<file path="config.mk">
export PLATFORM = sky130hd
export DESIGN_NAME = ts_record_serializer_flat
export DESIGN_NICKNAME = d
export VERILOG_FILES = /design/src/rtl/ts_record_pkg.sv /design/src/rtl/ts_record_serializer_if.sv /design/src/rtl/ts_record_fifo.sv /design/src/rtl/ts_record_serializer.sv /design/src/flat_wrapper.sv
export SDC_FILE = /design/constraint.sdc
export NUM_CORES = 2
export LEC_CHECK = 0
export CORE_ASPECT_RATIO = 1.1
export CORE_UTILIZATION = 65
export DETAILED_ROUTE_END_ITERATION = 8
export GPL_ROUTABILITY_DRIVEN = 0
export PLACE_DENSITY = 0.81
export SLEW_MARGIN = 20
export SYNTH_ARGS = -nofsm -noshare
export SYNTH_HDL_FRONTEND = slang
export SYNTH_SLANG_ARGS = --single-unit
export TNS_END_PERCENT = 20
</file>
<file path="constraint.sdc">
create_clock -name clk -period 35.4 [get_ports clk]
set_clock_uncertainty 0.05 [all_clocks]
set_input_delay 3.54 -clock clk [delete_from_list [all_inputs] [get_ports clk]]
set_output_delay 3.54 -clock clk [all_outputs]
set_load 0.05 [all_outputs]
</file>
<file path="src/rtl/ts_record_pkg.sv">
// ts_record_pkg: record type, serializer states and wire-size helper shared by ts_record_serializer.
package ts_record_pkg;
    localparam int ID_W  = 4;
    localparam int TS_W  = 64;
    localparam int SEQ_W = 16;
    typedef struct packed {
        logic [ID_W-1:0] id;
        logic [TS_W-1:0] start_ts;
        logic [TS_W-1:0] end_ts;
        logic [TS_W-1:0] delta;
    } ts_rec_t;
    typedef enum logic {IDLE, SEND} ser_state_e;
    // Bytes on the wire for one record: padded id, three timestamps, optional sequence header.
    function automatic int rec_bytes(int id_w, int ts_w, bit seq_en);
        return (id_w + 7) / 8 + 3 * ts_w / 8 + (seq_en ? SEQ_W / 8 : 0);
    endfunction
endpackage

</file>
<file path="src/rtl/ts_record_serializer_if.sv">
// ts_record_serializer_if: record pulse input and byte-stream output of the serializer.
interface ts_record_serializer_if;
    import ts_record_pkg::*;
    logic            in_valid;
    logic            in_ready;
    logic [ID_W-1:0] in_id;
    logic [TS_W-1:0] in_start_ts;
    logic [TS_W-1:0] in_end_ts;
    logic [TS_W-1:0] in_ts;
    logic [7:0]      m_tdata;
    logic            m_tvalid;
    logic            m_tready;
    logic            m_tlast;
    modport slave (
        input  in_valid, in_id, in_start_ts, in_end_ts, in_ts, m_tready,
        output in_ready, m_tdata, m_tvalid, m_tlast
    );
    modport master (
        output in_valid, in_id, in_start_ts, in_end_ts, in_ts, m_tready,
        input  in_ready, m_tdata, m_tvalid, m_tlast
    );
endinterface

</file>
<file path="src/rtl/ts_record_fifo.sv">
// ts_record_fifo: record FIFO; pushes while full and pops while empty are ignored.
module ts_record_fifo
    import ts_record_pkg::*;
#(
    parameter int DEPTH = 8
) (
    input  logic                     clk,
    input  logic                     rst_n,
    input  logic                     push_i,
    input  logic                     pop_i,
    input  ts_rec_t                  data_i,
    output ts_rec_t                  data_o,
    output logic                     full_o,
    output logic                     empty_o,
    output logic [$clog2(DEPTH):0]   level_o
);
    localparam int AW = $clog2(DEPTH);
    ts_rec_t        mem_q [DEPTH];
    logic [AW-1:0]  wr_q, rd_q;
    logic [AW:0]    cnt_q;
    logic           do_push, do_pop;
    assign full_o  = cnt_q == (AW+1)'(DEPTH);
    assign empty_o = cnt_q == '0;
    assign level_o = cnt_q;
    assign data_o  = mem_q[rd_q];
    assign do_push = push_i && !full_o;
    assign do_pop  = pop_i && !empty_o;
    always_ff @(posedge clk or negedge rst_n) begin
        if (!rst_n) begin
            wr_q  <= '0;
            rd_q  <= '0;
            cnt_q <= '0;
        end else begin
            if (do_push) wr_q <= wr_q + 1'b1;
            if (do_pop) rd_q <= rd_q + 1'b1;
            cnt_q <= cnt_q + {{AW{1'b0}}, do_push} - {{AW{1'b0}}, do_pop};
        end
    end
    always_ff @(posedge clk) begin
        if (do_push) mem_q[wr_q] <= data_i;
    end
endmodule

</file>
<file path="src/rtl/ts_record_serializer.sv">
// ts_record_serializer: buffers timestamp records and emits each as a big-endian byte stream with tlast.
// Define TS_RECORD_SEQ_EN to prepend a 16-bit per-record sequence number.
module ts_record_serializer
    import ts_record_pkg::*;
#(
    parameter int FIFO_DEPTH = 8,
    parameter int SLACK      = 3
) (
    input  logic                          clk,
    input  logic                          rst_n,
    ts_record_serializer_if.slave         bus,
    output logic [15:0]                   overflow_cnt,
    output logic [$clog2(FIFO_DEPTH):0]   fifo_level
);
`ifdef TS_RECORD_SEQ_EN
    localparam bit SEQ_EN = 1'b1;
`else
    localparam bit SEQ_EN = 1'b0;
`endif
    localparam int REC_BYTES = rec_bytes(ID_W, TS_W, SEQ_EN);
    localparam int SR_W      = 8 * REC_BYTES;
    localparam int IDX_W     = $clog2(REC_BYTES);
    ser_state_e       state_q, state_d;
    logic [SR_W-1:0]  sr_q, load_val;
    logic [IDX_W-1:0] idx_q;
    logic             full, empty, pop, hs, last, tvalid;
    ts_rec_t          in_rec, head;
    assign in_rec = {bus.in_id, bus.in_start_ts, bus.in_end_ts, bus.in_ts};
    ts_record_fifo #(.DEPTH(FIFO_DEPTH)) u_fifo (
        .clk(clk), .rst_n(rst_n), .push_i(bus.in_valid), .pop_i(pop), .data_i(in_rec),
        .data_o(head), .full_o(full), .empty_o(empty), .level_o(fifo_level)
    );
    // Credit-style ready: upstream may still land SLACK-1 pulses after it deasserts.
    assign bus.in_ready = (FIFO_DEPTH - int'(fifo_level)) >= SLACK;
`ifdef TS_RECORD_SEQ_EN
    logic [SEQ_W-1:0] seq_q;
    always_ff @(posedge clk or negedge rst_n) begin
        if (!rst_n) seq_q <= '0;
        else if (pop) seq_q <= seq_q + 1'b1;
    end
    assign load_val = {seq_q, 8'(head.id), head.start_ts, head.end_ts, head.delta};
`else
    assign load_val = {8'(head.id), head.start_ts, head.end_ts, head.delta};
`endif
    always_ff @(posedge clk or negedge rst_n) begin
        if (!rst_n) state_q <= IDLE;
        else state_q <= state_d;
    end
    always_comb begin
        state_d = pop ? SEND : (hs && last) ? IDLE : state_q;
    end
    always_comb begin
        tvalid = state_q == SEND;
        last   = idx_q == IDX_W'(REC_BYTES - 1);
        hs     = tvalid && bus.m_tready;
        pop    = !empty && (state_q == IDLE || (hs && last));
    end
    assign bus.m_tvalid = tvalid;
    assign bus.m_tlast  = tvalid && last;
    assign bus.m_tdata  = sr_q[SR_W-1 -: 8];
    always_ff @(posedge clk or negedge rst_n) begin
        if (!rst_n) begin
            sr_q  <= '0;
            idx_q <= '0;
        end else if (pop) begin
            sr_q  <= load_val;
            idx_q <= '0;
        end else if (hs) begin
            sr_q  <= {sr_q[SR_W-9:0], 8'h00};
            idx_q <= idx_q + 1'b1;
        end
    end
    always_ff @(posedge clk or negedge rst_n) begin
        if (!rst_n) overflow_cnt <= '0;
        else if (bus.in_valid && full && overflow_cnt != 16'hFFFF) overflow_cnt <= overflow_cnt + 16'd1;
    end
endmodule
</file>
<file path="src/flat_wrapper.sv">
// flat-port wrapper written by rule: the top's interface ports become plain ports
module ts_record_serializer_flat import ts_record_pkg::*;
#(
    parameter int FIFO_DEPTH = 8,
    parameter int SLACK      = 3
)
  (clk, rst_n, overflow_cnt, fifo_level, bus_in_valid, bus_in_id, bus_in_start_ts, bus_in_end_ts, bus_in_ts, bus_m_tready, bus_in_ready, bus_m_tdata, bus_m_tvalid, bus_m_tlast);
  ts_record_serializer_if bus_i ();
  input  logic clk;
  input  logic rst_n;
  output logic [15:0] overflow_cnt;
  output logic [$clog2(FIFO_DEPTH):0] fifo_level;
  input wire logic [$bits(bus_i.in_valid)-1:0] bus_in_valid;
  input wire logic [$bits(bus_i.in_id)-1:0] bus_in_id;
  input wire logic [$bits(bus_i.in_start_ts)-1:0] bus_in_start_ts;
  input wire logic [$bits(bus_i.in_end_ts)-1:0] bus_in_end_ts;
  input wire logic [$bits(bus_i.in_ts)-1:0] bus_in_ts;
  input wire logic [$bits(bus_i.m_tready)-1:0] bus_m_tready;
  output wire logic [$bits(bus_i.in_ready)-1:0] bus_in_ready;
  output wire logic [$bits(bus_i.m_tdata)-1:0] bus_m_tdata;
  output wire logic [$bits(bus_i.m_tvalid)-1:0] bus_m_tvalid;
  output wire logic [$bits(bus_i.m_tlast)-1:0] bus_m_tlast;
  assign bus_i.in_valid = bus_in_valid;
  assign bus_i.in_id = bus_in_id;
  assign bus_i.in_start_ts = bus_in_start_ts;
  assign bus_i.in_end_ts = bus_in_end_ts;
  assign bus_i.in_ts = bus_in_ts;
  assign bus_i.m_tready = bus_m_tready;
  assign bus_in_ready = bus_i.in_ready;
  assign bus_m_tdata = bus_i.m_tdata;
  assign bus_m_tvalid = bus_i.m_tvalid;
  assign bus_m_tlast = bus_i.m_tlast;
  ts_record_serializer #(.FIFO_DEPTH(FIFO_DEPTH), .SLACK(SLACK)) u_core (.clk(clk), .rst_n(rst_n), .bus(bus_i), .overflow_cnt(overflow_cnt), .fifo_level(fifo_level));
endmodule
</file>
; Word level (Yosys, flattened, before mapping)
; Memories as Yosys holds them, arrays and structs flattened.
; Cells that the tools add are included.
; W data, S select, Z words.
[word_totals]
reg_bits = 232
latchBits = 0
mem_bits_rw = 1568
romBits = 0
input_bits = 200
output_inout_bits = 31
wordCells = 42
n_memories = 1
[mem_list]
columns = name, depth, width, rd, rd_ports_with_merged_regs, write_ports, line
row1 = u_core.u_fifo.mem_q, 8, 196, 1, 0, 1, ts_record_fifo.sv:18  ; ts_rec_t mem_q [DEPTH];
[op_classes]
addsub = 7
multipliers = 0
div_mod_pow = 0
order_cmp = 1
n_eq_ne = 3
n_shift = 0
mux = 8
n_bitwise = 1
n_reduce_logical = 14
[ops]
columns = cell, count
row1 = $mux W200, 2
row2 = $ge A32 B3 Y1 const B, 1
row3 = $add A16 B1 Y16 const B, 1
row4 = $ne A16 B16 Y1 const B, 1
row5 = $mux W5, 2
row6 = $logic_and A1 B1 Y1, 8
row7 = $add A3 B1 Y3 const B, 2
row8 = $add A5 B1 Y5 const B, 1
row9 = $eq A5 B5 Y1 const B, 1
row10 = $sub A4 B4 Y5 const A, 1
row11 = $add A4 B1 Y4, 1
row12 = $eq A4 B4 Y1 const B, 1
row13 = $logic_not A4 Y1, 1
row14 = $mux W1, 4
row15 = $reduce_bool A2 Y1, 2
row16 = $sub A4 B1 Y4, 1
row17 = $logic_not A1 Y1, 2
row18 = $logic_or A1 B1 Y1, 1
row19 = $not A1 Y1, 1

; Logic depth before layout (Yosys ltp)
[logic_depth]
depth_word = 6
ltp_mapped = 15
mapped_depth_nobuf = 13

; Cells and area by module
; From an unflattened synthesis, not the netlist that was laid out.
[hier_totals]
hier_cells = 3498
hier_area_um2 = 71413.5
[by_module_without_submodules]
columns = module, instances, cells_each, area_each_um2, seq_area_each_um2
row1 = ts_record_fifo, 1, 2323, 60401.7, 47335.4
row2 = ts_record_serializer, 1, 1175, 11011.8, 5555.3

; Worst setup path before layout
; OpenSTA, ideal clock, no wires.
[synth_timing]
kind = input-to-reg
start = in bus_in_valid
end = mem u_core.u_fifo.mem_q[0][0] (netlist name) (enable)
setup_ns = 0.992
t_arrival_ns = 17.047
required_ns = 34.358
slack_ns = 17.311
cell_stages = 3
path_buffers = 0
cell_sequence = and2_1 nand2b_1 nor3_1
[synth_via]
elab_chain_cells = 3
[synth_rtl]
columns = element, line
row1 = "start, declared", flat_wrapper.sv:13  ; input wire logic [$bits(bus_i.in_valid)-1:0] bus_in_valid;
row2 = $logic_and A1 B1 Y1, ts_record_fifo.sv:26  ; assign do_push = push_i && !full_o;
row3 = $mux W1, ts_record_fifo.sv:40  ; if (do_push) mem_q[wr_q] <= data_i;
row4 = $mux W1 (not written as such), ts_record_fifo.sv:40
row5 = "end, declared", ts_record_fifo.sv:18
; Every way passes these cells.

; Worst setup path after layout
[layout_timing]
start = in bus_in_valid
end = mem u_core.u_fifo.mem_q[6][69] (netlist name) (enable)
; The elaborated chain is that of the path after synthesis.

==> results_dict.tcl <==
set metrics [dict create \
    num_vias 35500 \
    min_from "u_core.overflow_cnt[10]$_DFFE_PN0P_" \
    drive_above_1_share 0.182 \
    post-synth-top-count-cell "edfxtp_1" \
    root_buffer "clkbuf_16" \
    setup_viol 0 \
    antenna_found_initial 33 \
    rrSetupSlack_ns 30.66 \
    initial_core_util 0.655 \
    pin_count 231 \
    drv_cap 0 \
    grt_max_degree 166 \
    overflow 0 \
    fin_nets 3975 \
    drc 0 \
    critPathCaptureType "register" \
    p_total_mw 5.65 \
    core_sq_um 106000 \
    postPlaceCellArea_sq_um 72600 \
    first_global_vias 36700 \
    rows 125 \
    required_ns 35.73 \
    max-vdd-ir-drop_mv 0.0552 \
    netlist_top_cells_count "1568 x edfxtp_1, 414 x nand2_1, 392 x mux4_2" \
    fmax_ghz 0.146 \
    reg2regPathDepth 7 \
    syn_area_per_cell_sq_um 19.5 \
    dp.cells 4988 \
    grt_pass1_wl_microns 228000 \
    seq_area_frac_synth 0.765 \
    die_w_microns 313 \
    fp.dieH_microns 344 \
    relSlewSlack 0.229 \
    yosys-top-cells-area "edfxtp_1 68%, mux4_2 13%, dfrtp_1 8.4%" \
    yosysWarnings 0 \
    synth.distinct_cells 34 \
    worstPathArrival_ns 7.19 \
    hold_class "register to register" \
    wl_per_cell_microns 28.7 \
    ctsHoldBuffers 0 \
    whs_path_depth 1 \
    syn2layout_area_growth_pct 13.3 \
    holdWs_ns 0.445 \
    rr_endpoint "u_core.sr_q[27]$_DFFE_PN0P_" \
    grt.total_usage 0.289 \
    tightest_slew_ns 1.16 \
    cts_setup_buffers 0 \
    async_flop_share 0.129 \
    dieArea_sq_um 108000 \
    clkTransAtPathRegs_ns 0.06 \
    netlist_area_sq_um 69100 \
    hold_end "u_core.overflow_cnt[10]$_DFFE_PN0P_" \
    slew_violations 0 \
    synth-main-ff-cell "edfxtp_1" \
    hold_violations 0 \
    synth_edf_count 1568 \
    syn-num-nets 3750 \
    path_class "primary input to register" \
    dr.pass1.iters 6 \
    stdcell_area_sq_um 78300 \
    r2r-start "u_core.u_fifo.rd_q[0]$_DFFE_PN0P_" \
    detail-route-antenna-nets 0 \
    clockBufferDepth 3 \
    setup_tns_ns 0 \
    yosysTopAreaCell "edfxtp_1" \
    cts_sinks 1800 \
    powerDensity_nw_per_um2 72.2 \
    fin_cells 5325 \
    h-tree-depth 4 \
    cp-start-kind "primary input" \
    cts_tree "built" \
    rsz0062_at_grt "false" \
    numCtsBuffers 169 \
    drt_iter0_drc 4075 \
    total_leakage_power_nw 25.2 \
    vias_per_cell 6.66 \
    drt_wl_total_microns 153000 \
    synthCells 3537 \
    synth_seq_cells 1800 \
    fin_crit_ns 6.86 \
    clk_latency_ns 0.76 \
    yosysTopAreaCellShare 0.681 \
    postCtsResizedCells 0 \
    io_buffers 230 \
    period_share 0.194 \
    outcome "finished, final reports clean" \
    hpwlAfterDp_microns 77700 \
    path_max_fanout 51 \
]
==> layer usage <==
metal / GRT usage / share of wire / vias to the layer above
met3: 0.0557 / 0.082 / 281
met4: 0.110 / 0.030 / 26
met2: 0.473 / 0.51 / 1833
met5: 0 / 0.0011 / -
met1: 0.392 / 0.38 / 18700
li1: - / - / 14700
==> stage by stage <==
| step | utilization | worst slack, ns |
|---|---|---|
| detailed placement | 0.688 | 27.74 |
| finish | 0.742 | 28.54 |
| floorplan | - | 17.31 |
| global placement | 0.688 | 27.81 |
| global route | 0.741 | 28.42 |
| CTS | 0.741 | 28.52 |
==> worst max-delay path: stages <==
cell,delay (ns)
clkdlybuf4s50_1,0.51
and2_1,0.27
nand2b_1,0.28
nor2_4,0.15
buf_4,0.63
buf_4,0.80
buf_4,0.89
==> cells by family (layout without fill, tap and decap cells) <==
kind of cell,count (synthesis),count (layout),synth area share
AO/OA/AOI/OAI,396,396,0.0390
other,0,22,0
flip-flops,1800,1800,0.765
adder cells (fa/ha/maj),13,13,0.00246
multiplexers,402,402,0.129
AND/OR/NAND/NOR,660,660,0.0437
buffers and inverters,243,612,0.0176
XOR/XNOR,23,23,0.00291
==> final cells by class <==
type                       instances  area (sq um)
timing repair buffer             281          2830
antenna                           22          55.1
sequential                      1800         52900
clock inverter                    78           759
inverter                          16          60.1
tap                             1397          1750
fill                            5712         27300
multi-input combinational       1494         15100
clock buffer                     237          4840
==> how the worst max path moves through the flow <==
| stage | start | slack (ns) | end |
|---|---|---|---|
| floorplan | bus_in_valid | 17.31 | u_core.u_fifo.mem_q[0][0]$_DFFE_PP_ |
| global placement | bus_in_valid | 27.81 | u_core.u_fifo.mem_q[6][73]$_DFFE_PP_ |
| detailed placement | bus_in_valid | 27.74 | u_core.u_fifo.mem_q[6][73]$_DFFE_PP_ |
| CTS | bus_in_valid | 28.52 | u_core.u_fifo.mem_q[6][79]$_DFFE_PP_ |
| global route | bus_in_valid | 28.42 | u_core.u_fifo.mem_q[6][168]$_DFFE_PP_ |
| finish | bus_in_valid | 28.54 | u_core.u_fifo.mem_q[6][69]$_DFFE_PP_ |
==> power breakdown <==
part / leakage (nW) / switching, mW / total (mW) / internal (mW)
clock: 2.75 / 0.758 / 1.81 / 1.05
combinational: 5.14 / 0.567 / 0.989 / 0.422
sequential: 17.3 / 0.166 / 2.85 / 2.69
total: 25.2 / 1.49 / 5.65 / 4.16
==> flip-flops by register name, summed over array words and instances (netlist names) <==
register,count
u_core.u_fifo.mem_q,1568
u_core.sr_q,200
u_core.overflow_cnt,16
u_core.idx_q,5
u_core.u_fifo.level_o,4
u_core.u_fifo.rd_q,3
u_core.u_fifo.wr_q,3
u_core.bus.m_tvalid,1
==> placed cells by master, fill, tap and decap left out, types with 3 or more instances in the layout <==
cell type / n
edfxtp_1: 1568
nand2_1: 412
mux4_2: 392
clkdlybuf4s50_1: 229
dfrtp_1: 229
nor2b_1: 189
a211oi_1: 188
a31oi_1: 188
clkbuf_16: 174
buf_4: 40
clkbuf_1: 38
clkinv_1: 27
clkbuf_8: 25
clkinv_2: 25
diode_2: 22
inv_1: 16
nand3_1: 16
xnor2_1: 16
nor2_1: 14
bufinv_16: 13
ha_1: 12
buf_12: 11
a21oi_1: 8
mux2i_1: 8
xor2_1: 7
nor2_4: 7
o21ai_1: 7
nand4_1: 7
nand2b_1: 4
clkinvlp_4: 4
nor3_1: 3
inv_6: 3
clkinv_8: 3
dfrtp_4: 3
No activity file was read; power rests on OpenSTA's default activity.
